File: src/rtl/pcc_err_eval.sv
// pcc_err_eval: exhaustive error evaluator for approximate popcount-compare circuits.
//
// Sweeps every pos/neg combination into the circuit under evaluation, waits DUT_LAT
// cycles for its decision, and compares that decision against the exact result
// popcount(pos) >= popcount(neg). Mismatches are tallied as total, false-positive
// and false-negative counts.
//
// Parameters:
//   NPOS    - width of the positive vector
//   NNEG    - width of the negative vector
//   DUT_LAT - circuit latency in cycles (0..3, 0 = combinational)
//
// Ports:
//   clk, rst       - clock, synchronous active-high reset
//   start          - begin a sweep (accepted only while idle)
//   pos, neg       - vectors driven to the circuit
//   outval         - circuit decision
//   busy           - sweep in progress (run or drain)
//   done           - one-cycle pulse, counters final
//   err_cnt        - total mismatches
//   fp_cnt, fn_cnt - mismatches with outval=1/exact=0 and outval=0/exact=1
//
// Optional feature, macro PCC_EVAL_FIRST_ERR_EN:
//   first_err_idx, first_err_vld - vector index of the first mismatch in the sweep
module pcc_err_eval #(
   parameter int unsigned NPOS    = 2,
   parameter int unsigned NNEG    = 4,
   parameter int unsigned DUT_LAT = 0
) (
   input  logic                 clk,
   input  logic                 rst,
   input  logic                 start,
   output logic [NPOS-1:0]      pos,
   output logic [NNEG-1:0]      neg,
   input  logic                 outval,
   output logic                 busy,
   output logic                 done,
   output logic [NPOS+NNEG:0]   err_cnt,
   output logic [NPOS+NNEG:0]   fp_cnt,
`ifdef PCC_EVAL_FIRST_ERR_EN
   output logic [NPOS+NNEG:0]   fn_cnt,
   output logic [NPOS+NNEG-1:0] first_err_idx,
   output logic                 first_err_vld
`else
   output logic [NPOS+NNEG:0]   fn_cnt
`endif
);

   localparam int unsigned N         = NPOS + NNEG;
   localparam int unsigned CntW      = N + 1;
   localparam int unsigned PcMax     = (NPOS > NNEG) ? NPOS : NNEG;
   localparam int unsigned PcW       = $clog2(PcMax + 1);
   localparam int unsigned DrainLast = (DUT_LAT > 0) ? DUT_LAT - 1 : 0;

   typedef enum logic [1:0] {StIdle, StRun, StDrain, StDone} state_e;

   state_e          state_q, state_d;
   logic [N-1:0]    vec_q, vec_d;
   logic [1:0]      drain_q, drain_d;
   logic [CntW-1:0] err_q, err_d;
   logic [CntW-1:0] fp_q, fp_d;
   logic [CntW-1:0] fn_q, fn_d;

   logic [PcW-1:0]  pc_pos, pc_neg;
   logic            exp_now;
   logic            run_now;
   logic            accept;
   logic            vec_last;
   logic            cmp_vld;
   logic            cmp_exp;
   logic            mismatch;

`ifdef PCC_EVAL_FIRST_ERR_EN
   logic [N-1:0]    cmp_idx;
   logic [N-1:0]    fe_idx_q, fe_idx_d;
   logic            fe_vld_q, fe_vld_d;
`endif

   assign run_now  = (state_q == StRun);
   assign accept   = (state_q == StIdle) && start;
   assign vec_last = (vec_q == {N{1'b1}});

   // Exact reference for the vector currently driven.
   always_comb begin
      pc_pos = '0;
      pc_neg = '0;
      for (int i = 0; i < NPOS; i++) pc_pos = pc_pos + PcW'(vec_q[i]);
      for (int i = 0; i < NNEG; i++) pc_neg = pc_neg + PcW'(vec_q[NPOS+i]);
      exp_now = (pc_pos >= pc_neg);
   end

   // Expected bit, valid flag (and index) delayed to line up with outval.
   generate
      if (DUT_LAT == 0) begin : g_no_lat
         assign cmp_vld = run_now;
         assign cmp_exp = exp_now;
`ifdef PCC_EVAL_FIRST_ERR_EN
         assign cmp_idx = vec_q;
`endif
      end else begin : g_lat
         logic [DUT_LAT-1:0] vld_q, vld_d;
         logic [DUT_LAT-1:0] exp_q, exp_d;
`ifdef PCC_EVAL_FIRST_ERR_EN
         logic [N-1:0] idx_q [DUT_LAT];
         logic [N-1:0] idx_d [DUT_LAT];
`endif

         always_comb begin
            vld_d[0] = run_now;
            exp_d[0] = exp_now;
`ifdef PCC_EVAL_FIRST_ERR_EN
            idx_d[0] = vec_q;
`endif
            for (int i = 1; i < DUT_LAT; i++) begin
               vld_d[i] = vld_q[i-1];
               exp_d[i] = exp_q[i-1];
`ifdef PCC_EVAL_FIRST_ERR_EN
               idx_d[i] = idx_q[i-1];
`endif
            end
         end

         always_ff @(posedge clk) begin
            if (rst) begin
               vld_q <= '0;
               exp_q <= '0;
            end else begin
               vld_q <= vld_d;
               exp_q <= exp_d;
            end
`ifdef PCC_EVAL_FIRST_ERR_EN
            // Index is qualified by vld_q, so it needs no reset.
            for (int i = 0; i < DUT_LAT; i++) idx_q[i] <= idx_d[i];
`endif
         end

         assign cmp_vld = vld_q[DUT_LAT-1];
         assign cmp_exp = exp_q[DUT_LAT-1];
`ifdef PCC_EVAL_FIRST_ERR_EN
         assign cmp_idx = idx_q[DUT_LAT-1];
`endif
      end
   endgenerate

   assign mismatch = cmp_vld && (outval != cmp_exp);

   // FSM: state register
   always_ff @(posedge clk) begin
      if (rst) state_q <= StIdle;
      else     state_q <= state_d;
   end

   // FSM: next state
   always_comb begin
      state_d = state_q;
      unique case (state_q)
         StIdle:  if (start) state_d = StRun;
         StRun:   if (vec_last) state_d = (DUT_LAT > 0) ? StDrain : StDone;
         StDrain: if (drain_q == 2'(DrainLast)) state_d = StDone;
         StDone:  state_d = StIdle;
         default: state_d = StIdle;
      endcase
   end

   // FSM: outputs
   always_comb begin
      busy = (state_q == StRun) || (state_q == StDrain);
      done = (state_q == StDone);
   end

   // Datapath next state
   always_comb begin
      vec_d   = vec_q;
      drain_d = '0;
      err_d   = err_q;
      fp_d    = fp_q;
      fn_d    = fn_q;
`ifdef PCC_EVAL_FIRST_ERR_EN
      fe_idx_d = fe_idx_q;
      fe_vld_d = fe_vld_q;
`endif
      if (accept) begin
         vec_d = '0;
         err_d = '0;
         fp_d  = '0;
         fn_d  = '0;
`ifdef PCC_EVAL_FIRST_ERR_EN
         fe_idx_d = '0;
         fe_vld_d = 1'b0;
`endif
      end else begin
         // The last vector is held through drain, so vec never wraps.
         if (run_now && !vec_last) vec_d = vec_q + N'(1);
         if (state_q == StDrain) drain_d = drain_q + 2'd1;
         if (mismatch) begin
            err_d = err_q + CntW'(1);
            if (outval) fp_d = fp_q + CntW'(1);
            else        fn_d = fn_q + CntW'(1);
`ifdef PCC_EVAL_FIRST_ERR_EN
            if (!fe_vld_q) begin
               fe_idx_d = cmp_idx;
               fe_vld_d = 1'b1;
            end
`endif
         end
      end
   end

   always_ff @(posedge clk) begin
      if (rst) begin
         vec_q   <= '0;
         drain_q <= '0;
         err_q   <= '0;
         fp_q    <= '0;
         fn_q    <= '0;
`ifdef PCC_EVAL_FIRST_ERR_EN
         fe_idx_q <= '0;
         fe_vld_q <= 1'b0;
`endif
      end else begin
         vec_q   <= vec_d;
         drain_q <= drain_d;
         err_q   <= err_d;
         fp_q    <= fp_d;
         fn_q    <= fn_d;
`ifdef PCC_EVAL_FIRST_ERR_EN
         fe_idx_q <= fe_idx_d;
         fe_vld_q <= fe_vld_d;
`endif
      end
   end

   assign pos     = vec_q[NPOS-1:0];
   assign neg     = vec_q[N-1:NPOS];
   assign err_cnt = err_q;
   assign fp_cnt  = fp_q;
   assign fn_cnt  = fn_q;
`ifdef PCC_EVAL_FIRST_ERR_EN
   assign first_err_idx = fe_idx_q;
   assign first_err_vld = fe_vld_q;
`endif

endmodule

File: config.mk
export PLATFORM = sky130hd
export DESIGN_NAME = pcc_err_eval
export DESIGN_NICKNAME = d
export VERILOG_FILES = /design/src/rtl/pcc_err_eval.sv
export SDC_FILE = /design/constraint.sdc
export NUM_CORES = 1
export LEC_CHECK = 0
export CAP_MARGIN = 20
export CORE_ASPECT_RATIO = 1.4
export CORE_MARGIN = 2
export CORE_UTILIZATION = 30
export DETAILED_ROUTE_END_ITERATION = 8
export HOLD_SLACK_MARGIN = 0.05
export SETUP_SLACK_MARGIN = 0.4
export SKIP_CTS_REPAIR_TIMING = 1
export SYNTH_ARGS = -nofsm -noshare
export SYNTH_HDL_FRONTEND = slang
export SYNTH_SLANG_ARGS = --single-unit
File: constraint.sdc
create_clock -name clk -period 2.75 [get_ports clk]
set_input_delay 0.275 -clock clk [delete_from_list [all_inputs] [get_ports clk]]
set_output_delay 0.275 -clock clk [all_outputs]
set_load 0.02 [all_outputs]
Word level (Yosys, flattened, before mapping). Cells that the tools add are included. Widths: inputs -> output; s select.

Add/sub/neg operators: 9. Magnitude comparators: 1. Equal/unequal tests: 8. Mux-type cells: 4. Bitwise operators: 2. Reduce and logical (&&, ||, !) cells: 12.

Operators by type and width (count): $add 7x1->7 const B (3); $pmux 2 s4 (1); $add 6x1->6 const B (1); $eq 6x6->1 const B (1); $mux 2 (3); $ne 2x2->1 const B (3); $add 1x1->2 (2); $eq 2x2->1 const B (2); $logic_not 2->1 (2); $reduce_and 2->1 (2); $add 2x1->3 (1); $add 3x1->3 (1); $ge 2x3->1 (1); $logic_and 1x1->1 (3); $reduce_and 3->1 (1); $reduce_or 3->1 (1); $add 2x1->2 const B (1); $eq 2x1->1 const B (1); $not 1->1 (2); $reduce_or 2->1 (1); $logic_not 1->1 (1); $logic_or 1x1->1 (1); $ne 1x1->1 (1).

Bits in registers: 31. Output and inout bits: 29. Word-level logic and storage cells: 42.

Depth between registers and ports, before layout. Gate-level depths: netlist of run 1.

Word-level depth: 7. Depth in mapped cells: 12. Depth with buffers taken out: 11.

Worst setup path after synthesis of run 1. No wires, ideal clock.

Path type: register to register. Start point: register vec_q[2]. End point: register fp_q[5] (netlist: fp_cnt[5]). Setup time: 70 ps. Arrival time: 3088 ps. Required time: 2680 ps. Path slack: -408 ps. Stages on the path, launching flop included: 13. Path buffers: 1. Period minus slack after synthesis: 3158 ps. Path through: dfxtp_1 inv_1 fa_1 inv_1 ha_1 ha_1 inv_1 ha_1 or3b_1 buf_2 a21o_1 or4_1 a21oi_1.

Longest elaborated chain between the ends: 7.

Ends and longest elaborated chain: start, declared (RTL line 58) `logic [N-1:0] vec_q, vec_d;`; start signal, assigned (RTL line 221) `vec_q <= vec_d;`; $add 1x1->2 (RTL line 88) `for (int i = 0; i < NNEG; i++) pc_neg = pc_neg + PcW'(vec_q[NPOS+i]);`; $add 2x1->3 (RTL line 88); $add 3x1->3 (RTL line 88); $ge 2x3->1 (RTL line 89) `exp_now = (pc_pos >= pc_neg);`; $ne 1x1->1 (RTL line 145) `assign mismatch = cmp_vld && (outval != cmp_exp);`; $logic_and 1x1->1 (RTL line 145); $reduce_and 2->1 (no source line); end signal, assigned (RTL line 224) `fp_q <= fp_d;`; end, declared (RTL line 61) `logic [CntW-1:0] fp_q, fp_d;`.

Every way passes these cells. A chain may end at the register's enable or synchronous reset.

Final worst setup path of run 1.
Start point: register vec_q[5]. End point: register fp_q[5] (netlist: fp_cnt[5]).

Longest elaborated chain between the ends: 5.

Ends and longest elaborated chain (RTL line): $add 3x1->3 (88); $ge 2x3->1 (89); $ne 1x1->1 (145); $logic_and 1x1->1 (145); $reduce_and 2->1 (no source line).

Every way passes these cells.

==> results of run 1 <==
## synth_stat cells, drive strengths merged, types with 2 or more instances
library cell  count  area, um^2
o31ai             2       15.01
mux2i             6       60.06
buf               3       13.76
or3               2       12.51
nor4              2       12.51
nand2            15       56.30
and3              6       37.54
dfxtp            31       620.6
nand4             7       43.79
a21oi            13       65.06
o211ai            4       30.03
o21ai             4       20.02
a31o              3       26.28
nor2             16       60.06
nand3             8       40.04
xor2              3       26.28
clkbuf            3       11.26
nand4b            2       17.52
and2              2       12.51
a211oi            2       15.01
ha               15       187.7
a21o              4       30.03
inv              15       56.30
nand2b            3       18.77
xnor2             7       61.31
## power groups by stage
stage / combinational [mW] / clock (mW) / sequential (mW)
2_1_floorplan: 0.173 / 0 / 0.511
3_3_place_gp: 0.270 / 0 / 0.504
3_5_place_dp: 0.275 / 0 / 0.504
4_1_cts: 0.275 / 0.412 / 0.494
5_1_grt: 0.316 / 0.433 / 0.498
6_report: 0.290 / 0.402 / 0.494
## final cells by class
cell class	count	area share, %
timing repair buffer	53	19.68
tap	68	3.371
multi-input combinational	141	45.71
inverter	15	2.330
sequential	31	24.94
clock buffer	8	3.966
## through the flow
| step | hold slack [ns] | instances |
|---|---|---|
| 2_1_floorplan | 0.3474 | 193 |
| 3_5_place_dp | 0.4809 | 303 |
| 4_1_cts | 0.4902 | 311 |
| 3_3_place_gp | 0.4701 | 303 |
| 6_report | 0.4909 | 316 |
| 5_1_grt | 0.5150 | 316 |
## cells by family after synthesis
| family | count (synthesis) | synth area share (%) |
|---|---|---|
| AND/OR/NAND/NOR | 71 | 22.47 |
| AO/OA/AOI/OAI | 38 | 15.08 |
| flip-flops | 31 | 36.66 |
| buffers and inverters | 21 | 4.804 |
| adder cells (fa/ha/maj) | 16 | 12.27 |
| XOR/XNOR | 10 | 5.174 |
| multiplexers | 6 | 3.548 |
## registers in the layout, indices dropped and copies added, names as in the netlist
signal and count:
err_cnt 7, fn_cnt 7, fp_cnt 7, vec_q 6, drain_q 2, state_q 2
## worst reg2reg max path, cell delays in order, from the launching register on
cell and delay (ns):
sky130_fd_sc_hd__dfxtp_2 0.33, sky130_fd_sc_hd__inv_2 0.04, sky130_fd_sc_hd__fa_1 0.54, sky130_fd_sc_hd__inv_2 0.04, sky130_fd_sc_hd__ha_4 0.15, sky130_fd_sc_hd__ha_4 0.25, sky130_fd_sc_hd__inv_2 0.03, sky130_fd_sc_hd__ha_4 0.16
sky130_fd_sc_hd__or3b_4 0.38, sky130_fd_sc_hd__a21o_1 0.21, sky130_fd_sc_hd__or4_4 0.43, sky130_fd_sc_hd__a21oi_2 0.13
## worst min path at each step
stage	start	endpoint	slack, ns	cells after the start
2_1_floorplan	rst	state_q[1]	0.35	1
3_3_place_gp	err_cnt[6]	err_cnt[6]	0.47	2
3_5_place_dp	err_cnt[6]	err_cnt[6]	0.48	2
4_1_cts	err_cnt[6]	err_cnt[6]	0.49	2
5_1_grt	fp_cnt[6]	fp_cnt[6]	0.51	2
6_report	err_cnt[6]	err_cnt[6]	0.49	2
## layout by cell type (no fill, tap or decap), types with 2 or more instances in the layout
cell and n:
sky130_fd_sc_hd__nand2_1 15, sky130_fd_sc_hd__ha_1 12, sky130_fd_sc_hd__a21oi_2 5, sky130_fd_sc_hd__nor4_4 2, sky130_fd_sc_hd__a21o_1 4, sky130_fd_sc_hd__a31o_4 2, sky130_fd_sc_hd__nor2_1 16, sky130_fd_sc_hd__and2_1 2
sky130_fd_sc_hd__buf_6 5, sky130_fd_sc_hd__buf_4 16, sky130_fd_sc_hd__a211oi_1 2, sky130_fd_sc_hd__clkbuf_8 7, sky130_fd_sc_hd__nand2b_1 3, sky130_fd_sc_hd__mux2i_1 6, sky130_fd_sc_hd__dfxtp_1 28, sky130_fd_sc_hd__o211ai_1 4
sky130_fd_sc_hd__dfxtp_4 2, sky130_fd_sc_hd__nand4_1 7, sky130_fd_sc_hd__and3_1 6, sky130_fd_sc_hd__inv_2 3, sky130_fd_sc_hd__xor2_1 3, sky130_fd_sc_hd__a21oi_1 8, sky130_fd_sc_hd__o21ai_0 4, sky130_fd_sc_hd__nand4b_1 2
sky130_fd_sc_hd__xnor2_1 6, sky130_fd_sc_hd__inv_1 11, sky130_fd_sc_hd__ha_4 3, sky130_fd_sc_hd__or3_1 2, sky130_fd_sc_hd__o31ai_1 2, sky130_fd_sc_hd__clkdlybuf4s50_1 32, sky130_fd_sc_hd__nand3_1 8
## routing by layer
layer,vias to the layer above,GRT usage (%),part of all wire [%],wire length [um]
li1,792,-,-,-
met1,752,14.96,42,1760
met2,18,23.28,53,2182
met3,5,2.916,2.9,121
met4,0,7.143,2.1,88
met5,-,0,0,0
==> impl_results.html, run 1 <==
<table>
<tr><th>Metric</th><th>Value</th></tr>
<tr><th colspan="2">Global routing</th></tr>
<tr><td>Wire length of the first global-routing pass</td><td>6492 um</td></tr>
<tr><td>Total routing usage reported by global routing</td><td>a little over an eighth</td></tr>
<tr><td>Number of antenna violations at the first check in global routing</td><td>0</td></tr>
<tr><td>Pin count of the biggest net entering global routing</td><td>16</td></tr>
<tr><td>Vias in the first global route</td><td>1,472</td></tr>
<tr><td>Grt total ovfl</td><td>0</td></tr>
<tr><th colspan="2">Timing</th></tr>
<tr><td>Top achievable clock speed</td><td>0.3620 GHz</td></tr>
<tr><td>RSZ-0062 raised after global routing</td><td>true</td></tr>
<tr><td>Shortest clock period the worst path allows after layout</td><td>approximately 2.8 ns</td></tr>
<tr><td>Final number of max-transition violations</td><td>0</td></tr>
<tr><td>Tightest Pin Transition</td><td>approximately 0.56 ns</td></tr>
<tr><td>Number of hold-slack violations in the final timing report</td><td>0</td></tr>
<tr><td>Share of the clock period used by the worst path after layout</td><td>100.5%</td></tr>
<tr><td>Final setup vio count</td><td>1</td></tr>
<tr><td>Worst slew margin relative to its limit</td><td>62.53%</td></tr>
<tr><td>Setup WS post-layout</td><td>-0.01254 ns</td></tr>
<tr><td>Clock Skew</td><td>0.002797 ns</td></tr>
<tr><td>Setup TNS after final layout</td><td>-0.01254 ns</td></tr>
<tr><th colspan="2">Pwr</th></tr>
<tr><td>Internal power component</td><td>0.8203 mW</td></tr>
<tr><td>Logic gate share of total power</td><td>24.5%</td></tr>
<tr><td>Standby leakage power</td><td>between 0.9 and 1 nW</td></tr>
<tr><td>Switch Pwr</td><td>between 0.3 and 0.4 mW</td></tr>
<tr><td>Relative contribution of the clock network to total power</td><td>approximately a third</td></tr>
<tr><td>Share of total power in sequential cells</td><td>around two fifths</td></tr>
<tr><td>Worst IR drop on VDD</td><td>0.2183 mV</td></tr>
<tr><td>P per Cell Area</td><td>~470 nW/um^2</td></tr>
<tr><td>Sw frac</td><td>30.81%</td></tr>
<tr><td>Total power</td><td>1.186 mW</td></tr>
<tr><th colspan="2">Floorplan</th></tr>
<tr><td>Die outline area</td><td>6268 um^2</td></tr>
<tr><td>Die span in x</td><td>67.49 um</td></tr>
<tr><td>Vertical extent of the die</td><td>92.88 um</td></tr>
<tr><td>Total core area</td><td>5485 um^2</td></tr>
<tr><td>Row count</td><td>32</td></tr>
<tr><td>Starting utilization of the core area</td><td>between 30% and 40%</td></tr>
<tr><td>Total I/O pin count</td><td>33</td></tr>
<tr><th colspan="2">Critical path</th></tr>
<tr><td>Total buffers and inverters traversed by the critical path</td><td>3</td></tr>
<tr><td>Arrival time of data at the critical path endpoint</td><td>2.99 ns</td></tr>
<tr><td>Startpoint type of the worst setup path</td><td>flip-flop</td></tr>
<tr><td>Worst path max stage delay</td><td>approximately 0.54 ns</td></tr>
<tr><td>Worst R2R Start</td><td>vec_q[5]</td></tr>
<tr><td>Critical Path Slowest Stage Cell</td><td>sky130_fd_sc_hd__fa_1</td></tr>
<tr><td>Highest net fanout along the worst path</td><td>3</td></tr>
<tr><td>Terminus of the critical flop-to-flop path</td><td>fp_cnt[5]</td></tr>
<tr><td>Instance count on the critical path</td><td>11</td></tr>
<tr><td>Crit Path Class</td><td>reg -&gt; reg</td></tr>
<tr><td>Family of cells with the greatest summed delay on the critical path</td><td>adder cells</td></tr>
<tr><td>Cells along the critical path</td><td>inv_2 -&gt; fa_1 -&gt; inv_2 -&gt; ha_4 -&gt; ha_4 -&gt; inv_2 -&gt; ha_4 -&gt; or3b_4 -&gt; a21o_1 -&gt; or4_4 -&gt; a21oi_2</td></tr>
<tr><td>Number of cells on the worst reg-to-reg path</td><td>11</td></tr>
<tr><td>CP Capture Type</td><td>flip-flop</td></tr>
<tr><td>Worst EP required</td><td>2.97 ns</td></tr>
<tr><td>Slack of the worst reg-to-reg path</td><td>-0.01 ns</td></tr>
<tr><td>Origin of the worst setup path</td><td>vec_q[5]</td></tr>
<tr><td>Worst setup path end</td><td>fp_cnt[5]</td></tr>
<tr><th colspan="2">Detailed routing</th></tr>
<tr><td>Count of nets left with antenna violations after detail routing</td><td>0</td></tr>
<tr><td>Detailed-route vias per instance</td><td>4.959</td></tr>
<tr><td>Final Routed Wirelength</td><td>around 4200 um</td></tr>
<tr><td>Vias post-DR</td><td>~1,600</td></tr>
<tr><td>Routed wirelength normalized by instance count</td><td>13.14 um</td></tr>
<tr><td>First-pass detailed-route iteration total</td><td>3</td></tr>
<tr><td>Number of violations reported at the end of detailed-routing iteration 0</td><td>35</td></tr>
<tr><td>Count of unresolved DRC violations after routing</td><td>0</td></tr>
<tr><th colspan="2">Synthesis</th></tr>
<tr><td>Seq cells post-synth</td><td>31</td></tr>
<tr><td>Average cell area after synthesis</td><td>8.771 um^2</td></tr>
<tr><td>Synth Flop Type</td><td>sky130_fd_sc_hd__dfxtp_1</td></tr>
<tr><td>Cell Area, Synth</td><td>1693 um^2</td></tr>
<tr><td>Number of nets produced by synthesis</td><td>213</td></tr>
<tr><td>Portion of the post-synthesis area used by sequential elements</td><td>36.66%</td></tr>
<tr><td>Instance count of the mapped netlist</td><td>roughly 190</td></tr>
<tr><td>Async S/R FF share, synth</td><td>0%</td></tr>
<tr><td>Yosys warnings</td><td>0</td></tr>
<tr><td>Yosys cell types</td><td>41</td></tr>
<tr><td>EDFF count, synth</td><td>0</td></tr>
<tr><th colspan="2">Run status</th></tr>
<tr><td>Result of the run</td><td>complete, but fails checks</td></tr>
<tr><td>Violations in the final reports</td><td>negative setup slack</td></tr>
<tr><th colspan="2">Clock tree</th></tr>
<tr><td>Clock-pin transition on the worst setup and hold timing paths</td><td>0.07 ns</td></tr>
<tr><td>Clock tree from TritonCTS</td><td>built</td></tr>
<tr><td>Maximum root-to-sink buffer count</td><td>2</td></tr>
<tr><td>Clk root buf</td><td>sky130_fd_sc_hd__clkbuf_8</td></tr>
<tr><td>Number of levels in the clock H-tree</td><td>2</td></tr>
<tr><td>Later-pin clock latency in the skew report</td><td>0.28 ns</td></tr>
<tr><td>Number of clock buffers inserted by TritonCTS</td><td>5</td></tr>
<tr><td>Clock Sinks</td><td>31</td></tr>
<tr><th colspan="2">Placement</th></tr>
<tr><td>Routability congestion estimate from global placement</td><td>approximately 0.79</td></tr>
<tr><td>Placement Cell Area</td><td>between 2000 and 2500 um^2</td></tr>
<tr><td>Post-placement worst setup slack</td><td>-0.02573 ns</td></tr>
<tr><td>Count of input and output buffers</td><td>32</td></tr>
<tr><td>Placed wire-length estimate</td><td>just under 3000 um</td></tr>
<tr><th colspan="2">Layout</th></tr>
<tr><td>Fraction of final layout cells sized beyond drive strength 1</td><td>about 23%</td></tr>
<tr><td>Count of antenna diodes in the layout</td><td>0</td></tr>
<tr><td>Sequential cell area</td><td>629.4 um^2</td></tr>
<tr><td>P&amp;R area growth vs syn</td><td>49.08%</td></tr>
<tr><td>Area occupied by multi-input gates</td><td>1154 um^2</td></tr>
<tr><td>Total Nets Final</td><td>267</td></tr>
<tr><td>Filler cells</td><td>around 530</td></tr>
<tr><td>Final Core Density</td><td>46.01%</td></tr>
<tr><td>Summed area of non-filler cells in the final layout</td><td>2524 um^2</td></tr>
<tr><th colspan="2">Min path</th></tr>
<tr><td>Worst hold path type</td><td>reg -&gt; reg</td></tr>
<tr><th colspan="2">Flow run</th></tr>
<tr><td>Maximum capacitance violations</td><td>0</td></tr>
</table>
Power figures use the tool's default switching activity.
==> inputs of run 2 (changes only) <==
- CORE_MARGIN: 2 -> 5
- SETUP_SLACK_MARGIN: 0.4 -> 0.5
==> impl_results.html, run 2 (synthesis gave the netlist of run 1 again) <==
<table>
<tr><th>Metric</th><th>Value</th></tr>
<tr><th colspan="2">Floorplan</th></tr>
<tr><td>Total I/O pin count</td><td>33</td></tr>
<tr><td>Die span in x</td><td>73.49 um</td></tr>
<tr><td>Vertical extent of the die</td><td>~100 um</td></tr>
<tr><td>Die outline area</td><td>between 7000 and 8000 um^2</td></tr>
<tr><td>Row count</td><td>32</td></tr>
<tr><td>Total core area</td><td>between 5000 and 6000 um^2</td></tr>
<tr><td>Starting utilization of the core area</td><td>30.86%</td></tr>
<tr><th colspan="2">Timing</th></tr>
<tr><td>Tightest Pin Transition</td><td>0.5601 ns</td></tr>
<tr><td>Final number of max-transition violations</td><td>0</td></tr>
<tr><td>Clock Skew</td><td>0.007620 ns</td></tr>
<tr><td>Top achievable clock speed</td><td>0.3644 GHz</td></tr>
<tr><td>Final setup vio count</td><td>0</td></tr>
<tr><td>Number of hold-slack violations in the final timing report</td><td>0</td></tr>
<tr><td>Shortest clock period the worst path allows after layout</td><td>2.744 ns</td></tr>
<tr><td>Worst slew margin relative to its limit</td><td>62.66%</td></tr>
<tr><td>RSZ-0062 raised after global routing</td><td>true</td></tr>
<tr><td>Setup WS post-layout</td><td>between 0.006 and 0.007 ns</td></tr>
<tr><td>Share of the clock period used by the worst path after layout</td><td>between 90 and 100%</td></tr>
<tr><th colspan="2">Detailed routing</th></tr>
<tr><td>Count of nets left with antenna violations after detail routing</td><td>0</td></tr>
<tr><td>Count of unresolved DRC violations after routing</td><td>0</td></tr>
<tr><td>Number of violations reported at the end of detailed-routing iteration 0</td><td>46</td></tr>
<tr><td>Detailed-route vias per instance</td><td>5.013</td></tr>
<tr><td>Final Routed Wirelength</td><td>between 4000 and 5000 um</td></tr>
<tr><td>First-pass detailed-route iteration total</td><td>4</td></tr>
<tr><td>Routed wirelength normalized by instance count</td><td>13.38 um</td></tr>
<tr><td>Vias post-DR</td><td>1,579</td></tr>
<tr><th colspan="2">Clock tree</th></tr>
<tr><td>Clk root buf</td><td>sky130_fd_sc_hd__clkbuf_8</td></tr>
<tr><td>Clock Sinks</td><td>31</td></tr>
<tr><td>Later-pin clock latency in the skew report</td><td>around 0.28 ns</td></tr>
<tr><td>Clock-pin transition on the worst setup and hold timing paths</td><td>0.06 ns</td></tr>
<tr><td>Clock tree from TritonCTS</td><td>built</td></tr>
<tr><td>Number of clock buffers inserted by TritonCTS</td><td>5</td></tr>
<tr><td>Number of levels in the clock H-tree</td><td>2</td></tr>
<tr><td>Maximum root-to-sink buffer count</td><td>2</td></tr>
<tr><th colspan="2">Global routing</th></tr>
<tr><td>Total routing usage reported by global routing</td><td>11.98%</td></tr>
<tr><td>Pin count of the biggest net entering global routing</td><td>16</td></tr>
<tr><td>Wire length of the first global-routing pass</td><td>6872 um</td></tr>
<tr><td>Number of antenna violations at the first check in global routing</td><td>0</td></tr>
<tr><td>Grt total ovfl</td><td>0</td></tr>
<tr><td>Vias in the first global route</td><td>1,499</td></tr>
<tr><th colspan="2">Critical path</th></tr>
<tr><td>Arrival time of data at the critical path endpoint</td><td>2.96 ns</td></tr>
<tr><td>Worst EP required</td><td>between 2 and 3 ns</td></tr>
<tr><td>Crit Path Class</td><td>reg -&gt; reg</td></tr>
<tr><td>Highest net fanout along the worst path</td><td>4</td></tr>
<tr><td>CP Capture Type</td><td>flip-flop</td></tr>
<tr><td>Startpoint type of the worst setup path</td><td>flip-flop</td></tr>
<tr><th colspan="2">Layout</th></tr>
<tr><td>Fraction of final layout cells sized beyond drive strength 1</td><td>21.86%</td></tr>
<tr><td>P&amp;R area growth vs syn</td><td>47.89%</td></tr>
<tr><td>Most frequent cells in the layout</td><td>32 x sky130_fd_sc_hd__clkdlybuf4s50_1, 28 x sky130_fd_sc_hd__dfxtp_1, 16 x sky130_fd_sc_hd__nor2_1, 16 x sky130_fd_sc_hd__buf_4, 15 x sky130_fd_sc_hd__nand2_1</td></tr>
<tr><td>Count of antenna diodes in the layout</td><td>0</td></tr>
<tr><td>Total Nets Final</td><td>267</td></tr>
<tr><td>Filler cells</td><td>534</td></tr>
<tr><td>Most common cell after layout, fill and taps aside</td><td>sky130_fd_sc_hd__clkdlybuf4s50_1</td></tr>
<tr><th colspan="2">Pwr</th></tr>
<tr><td>P per Cell Area</td><td>448.2 nW/um^2</td></tr>
<tr><td>Worst IR drop on VDD</td><td>0.2146 mV</td></tr>
<tr><td>Standby leakage power</td><td>0.9438 nW</td></tr>
<tr><td>Total power</td><td>1.122 mW</td></tr>
<tr><th colspan="2">Placement</th></tr>
<tr><td>Post-placement worst setup slack</td><td>-0.03378 ns</td></tr>
<tr><td>Placed wire-length estimate</td><td>3019 um</td></tr>
<tr><td>Routability congestion estimate from global placement</td><td>0.7145</td></tr>
<tr><td>Count of input and output buffers</td><td>32</td></tr>
<tr><th colspan="2">Run status</th></tr>
<tr><td>Result of the run</td><td>finished, final reports clean</td></tr>
<tr><th colspan="2">Flow run</th></tr>
<tr><td>Maximum capacitance violations</td><td>0</td></tr>
<tr><th colspan="2">Min path</th></tr>
<tr><td>Worst hold path type</td><td>reg -&gt; reg</td></tr>
</table>
-- run 2: cell type report --
| cell class | count | area [um^2] | area share, % |
|---|---|---|---|
| flip-flops and latches | 31 | 629.4 | 25.14 |
| repair buffers | 53 | 496.7 | 19.84 |
| well taps | 68 | 85.08 | 3.398 |
| clock buffers | 7 | 76.32 | 3.048 |
| inverters | 15 | 58.81 | 2.349 |
| multi-input cells | 141 | 1157 | 46.23 |
-- run 2: stage by stage --
step | hold WS (ns) | setup TNS, ns | area, um^2 | instances | util [%]
2_1_floorplan | 0.3474 | -0.2262 | 1770 | 193 | -
3_3_place_gp | 0.4690 | 0 | 2276 | 304 | 41.49
3_5_place_dp | 0.4783 | -0.03378 | 2276 | 304 | 41.49
4_1_cts | 0.4867 | -0.06397 | 2352 | 311 | 42.88
5_1_grt | 0.5202 | -0.2325 | 2504 | 315 | 45.64
6_report | 0.4870 | 0 | 2504 | 315 | 45.64
-- run 2: worst paths after layout --
kind / start / end / slack [ns] / cells past startpoint
hold reg to reg: err_cnt[6] / err_cnt[6] / 0.49 / 2
hold / removal: err_cnt[6] / err_cnt[6] / 0.49 / 2
setup / recovery: vec_q[2] / fp_cnt[5] / 0.006 / 11
setup reg to reg: vec_q[2] / fp_cnt[5] / 0.006 / 11
-- run 2: where the power goes --
group,internal (mW),switching [mW]
Clock,0.174,0.160
Sequential,0.469,0.0260
Combinational,0.126,0.168
Total,0.768,0.354
-- run 2: layer usage --
metal	vias to the layer above	wire (um)	share of wire (%)	track usage, %
met3	4	108	2.6	3.571
met1	755	1749	41	13.14
met5	-	0	0	0
li1	796	-	-	-
met2	24	2307	55	20.63
met4	0	51	1.2	5.439
-- run 2: critical path, stage by stage (launching register included) --
cell and delay, ns:
sky130_fd_sc_hd__dfxtp_4 0.36, sky130_fd_sc_hd__inv_4 0.03, sky130_fd_sc_hd__fa_1 0.54, sky130_fd_sc_hd__inv_2 0.05, sky130_fd_sc_hd__ha_4 0.15, sky130_fd_sc_hd__ha_4 0.25
sky130_fd_sc_hd__inv_2 0.04, sky130_fd_sc_hd__ha_4 0.18, sky130_fd_sc_hd__or3b_4 0.38, sky130_fd_sc_hd__a21o_1 0.19, sky130_fd_sc_hd__or4_1 0.39, sky130_fd_sc_hd__a21oi_1 0.12
==> inputs of run 3 (changes only) <==
- CORE_UTILIZATION: 30 -> 46
- PLACE_DENSITY: default -> 0.75
==> impl_results.html, run 3 (synthesis gave the netlist of run 1 again) <==
<table>
<tr><th>Metric</th><th>Value</th></tr>
<tr><th colspan="2">Pwr</th></tr>
<tr><td>P per Cell Area</td><td>around 500 nW/um^2</td></tr>
<tr><td>Worst IR drop on VDD</td><td>~0.46 mV</td></tr>
<tr><td>Standby leakage power</td><td>0.9847 nW</td></tr>
<tr><th colspan="2">Detailed routing</th></tr>
<tr><td>Routed wirelength normalized by instance count</td><td>14.61 um</td></tr>
<tr><td>Count of unresolved DRC violations after routing</td><td>0</td></tr>
<tr><td>First-pass detailed-route iteration total</td><td>6</td></tr>
<tr><td>Vias post-DR</td><td>1,571</td></tr>
<tr><td>Detailed-route vias per instance</td><td>between 5 and 6</td></tr>
<tr><td>Final Routed Wirelength</td><td>4208 um</td></tr>
<tr><td>Number of violations reported at the end of detailed-routing iteration 0</td><td>39</td></tr>
<tr><td>Count of nets left with antenna violations after detail routing</td><td>0</td></tr>
<tr><th colspan="2">Layout</th></tr>
<tr><td>P&amp;R area growth vs syn</td><td>49.00%</td></tr>
<tr><td>Most common cell after layout, fill and taps aside</td><td>sky130_fd_sc_hd__clkdlybuf4s50_1</td></tr>
<tr><td>Fraction of final layout cells sized beyond drive strength 1</td><td>24.39%</td></tr>
<tr><td>Count of antenna diodes in the layout</td><td>0</td></tr>
<tr><td>Total Nets Final</td><td>265</td></tr>
<tr><td>Most frequent cells in the layout</td><td>32 x sky130_fd_sc_hd__clkdlybuf4s50_1, 28 x sky130_fd_sc_hd__dfxtp_1, 16 x sky130_fd_sc_hd__nor2_1, 14 x sky130_fd_sc_hd__nand2_1</td></tr>
<tr><td>Final std cells w/o fill</td><td>288</td></tr>
<tr><td>Summed area of non-filler cells in the final layout</td><td>2522 um^2</td></tr>
<tr><th colspan="2">Timing</th></tr>
<tr><td>Number of hold-slack violations in the final timing report</td><td>0</td></tr>
<tr><td>Final number of max-transition violations</td><td>0</td></tr>
<tr><td>RSZ-0062 raised after global routing</td><td>true</td></tr>
<tr><td>Final setup vio count</td><td>4</td></tr>
<tr><td>Top achievable clock speed</td><td>0.3588 GHz</td></tr>
<tr><td>Worst slew margin relative to its limit</td><td>59.36%</td></tr>
<tr><td>Clock Skew</td><td>0.003980 ns</td></tr>
<tr><td>Tightest Pin Transition</td><td>approximately 0.61 ns</td></tr>
<tr><td>Share of the clock period used by the worst path after layout</td><td>101.4%</td></tr>
<tr><td>Setup WS post-layout</td><td>-0.03733 ns</td></tr>
<tr><td>Shortest clock period the worst path allows after layout</td><td>~2.8 ns</td></tr>
<tr><th colspan="2">Clock tree</th></tr>
<tr><td>Clock tree from TritonCTS</td><td>built</td></tr>
<tr><td>Clock Sinks</td><td>31</td></tr>
<tr><td>Clk root buf</td><td>sky130_fd_sc_hd__clkbuf_8</td></tr>
<tr><td>Number of levels in the clock H-tree</td><td>2</td></tr>
<tr><td>Later-pin clock latency in the skew report</td><td>0.28 ns</td></tr>
<tr><td>Number of clock buffers inserted by TritonCTS</td><td>5</td></tr>
<tr><td>Clock-pin transition on the worst setup and hold timing paths</td><td>roughly 0.07 ns</td></tr>
<tr><td>Maximum root-to-sink buffer count</td><td>2</td></tr>
<tr><th colspan="2">Placement</th></tr>
<tr><td>Placement Cell Area</td><td>2243 um^2</td></tr>
<tr><td>Placed wire-length estimate</td><td>roughly 2900 um</td></tr>
<tr><td>Number of cells after detailed placement</td><td>approximately 280</td></tr>
<tr><td>Count of input and output buffers</td><td>32</td></tr>
<tr><td>Routability congestion estimate from global placement</td><td>0.8620</td></tr>
<tr><th colspan="2">Global routing</th></tr>
<tr><td>Wire length of the first global-routing pass</td><td>6568 um</td></tr>
<tr><td>Pin count of the biggest net entering global routing</td><td>17</td></tr>
<tr><td>Vias in the first global route</td><td>1,483</td></tr>
<tr><td>Total routing usage reported by global routing</td><td>between 15 and 20%</td></tr>
<tr><td>Grt total ovfl</td><td>0</td></tr>
<tr><td>Number of antenna violations at the first check in global routing</td><td>0</td></tr>
<tr><th colspan="2">Floorplan</th></tr>
<tr><td>Die span in x</td><td>61.27 um</td></tr>
<tr><td>Starting utilization of the core area</td><td>around 47%</td></tr>
<tr><td>Row count</td><td>26</td></tr>
<tr><td>Vertical extent of the die</td><td>81.78 um</td></tr>
<tr><td>Die outline area</td><td>5011 um^2</td></tr>
<tr><td>Total I/O pin count</td><td>33</td></tr>
<tr><td>Total core area</td><td>approximately 3600 um^2</td></tr>
<tr><th colspan="2">Critical path</th></tr>
<tr><td>Critical Path Slowest Stage Cell</td><td>sky130_fd_sc_hd__fa_1</td></tr>
<tr><td>Crit Path Class</td><td>reg -&gt; reg</td></tr>
<tr><td>Worst path max stage delay</td><td>0.50 ns</td></tr>
<tr><td>Worst EP required</td><td>2.97 ns</td></tr>
<tr><td>Arrival time of data at the critical path endpoint</td><td>3.00 ns</td></tr>
<tr><td>Worst setup path end</td><td>fp_cnt[5]</td></tr>
<tr><td>CP Capture Type</td><td>flip-flop</td></tr>
<tr><td>Cells along the critical path</td><td>inv_1 -&gt; fa_1 -&gt; inv_1 -&gt; ha_2 -&gt; ha_4 -&gt; inv_2 -&gt; ha_4 -&gt; buf_4 -&gt; o21ba_4 -&gt; a21o_1 -&gt; or4_4 -&gt; a21oi_2</td></tr>
<tr><td>Origin of the worst setup path</td><td>vec_q[3]</td></tr>
<tr><td>Highest net fanout along the worst path</td><td>6</td></tr>
<tr><td>Slack of the worst reg-to-reg path</td><td>-0.04 ns</td></tr>
<tr><td>Terminus of the critical flop-to-flop path</td><td>fp_cnt[5]</td></tr>
<tr><td>Worst R2R Start</td><td>vec_q[3]</td></tr>
<tr><td>Startpoint type of the worst setup path</td><td>flip-flop</td></tr>
<tr><td>Number of cells on the worst reg-to-reg path</td><td>12</td></tr>
<tr><th colspan="2">Min path</th></tr>
<tr><td>Hold Crit Depth</td><td>2</td></tr>
<tr><td>Worst hold path type</td><td>reg -&gt; reg</td></tr>
<tr><th colspan="2">Flow run</th></tr>
<tr><td>Maximum capacitance violations</td><td>0</td></tr>
<tr><th colspan="2">Run status</th></tr>
<tr><td>Result of the run</td><td>complete, but fails checks</td></tr>
<tr><td>Violations in the final reports</td><td>negative setup slack</td></tr>
</table>
-- run 3: cell count changes in the layout (fill, tap and decap cells not counted), sizes merged --
cell    delta
clkbuf     -1
clkinv     +1
buf        -2
bufinv     +1
-- run 3: layout make-up --
type / count / area [um^2]
flip-flops and latches: 31 / 629.4
inverters: 15 / 58.81
repair buffers: 51 / 489.2
clock inverters: 2 / 35.03
fillers: 278 / 1089
clock buffers: 6 / 82.58
multi-input cells: 141 / 1175
well taps: 42 / 52.55
-- run 3: power by group --
part | total [mW] | internal, mW | leakage, nW | switching, mW
combinational | 0.292 | 0.124 | 0.671 | 0.169
clock | 0.471 | 0.293 | 0.0612 | 0.178
sequential | 0.494 | 0.468 | 0.253 | 0.0261
total | 1.26 | 0.885 | 0.985 | 0.373
-- run 3: worst min path at each step --
| stage | to | slack, ns | from |
|---|---|---|---|
| floorplan | state_q[1] | 0.35 | rst |
| global placement | fp_cnt[6] | 0.47 | fp_cnt[6] |
| detailed placement | fp_cnt[6] | 0.49 | fp_cnt[6] |
| CTS | fp_cnt[6] | 0.50 | fp_cnt[6] |
| global route | err_cnt[6] | 0.53 | err_cnt[6] |
| finish | fp_cnt[6] | 0.50 | fp_cnt[6] |
-- run 3: routing by layer --
layer  up-vias  track usage [%]  routed length, um  share of wire, %
li1        791                -                  -                 -
met2        23            29.13               2207                52
met3         7            3.931                124               2.9
met5         -                0                  0                 0
met4         0            7.375                 65               1.5
met1       750            21.06               1810                43
-- run 3: worst max-delay path: cells and delay by family, from the launching register on --
family,cells,cell delay [ns]
adders and majority gates,4,1.08
AOI/OAI and AO/OA,3,0.59
buffers and inverters,4,0.28
DFF,1,0.34
and+or+nand+nor,1,0.42
-- run 3: through the flow --
step | util [%] | setup TNS (ns) | setup WS [ns] | total power [mW] | hold WS (ns)
global route | 69.85 | -1.204 | -0.1128 | 1.321 | 0.5344
detailed placement | 62.13 | -0.1445 | -0.04748 | 0.7741 | 0.4850
CTS | 65.38 | -0.2777 | -0.06101 | 1.246 | 0.4987
finish | 69.85 | -0.07299 | -0.03733 | 1.258 | 0.4960
global placement | 62.13 | -0.01334 | -0.01334 | 0.7666 | 0.4729
floorplan | - | -0.2262 | -0.09996 | 0.6840 | 0.3474
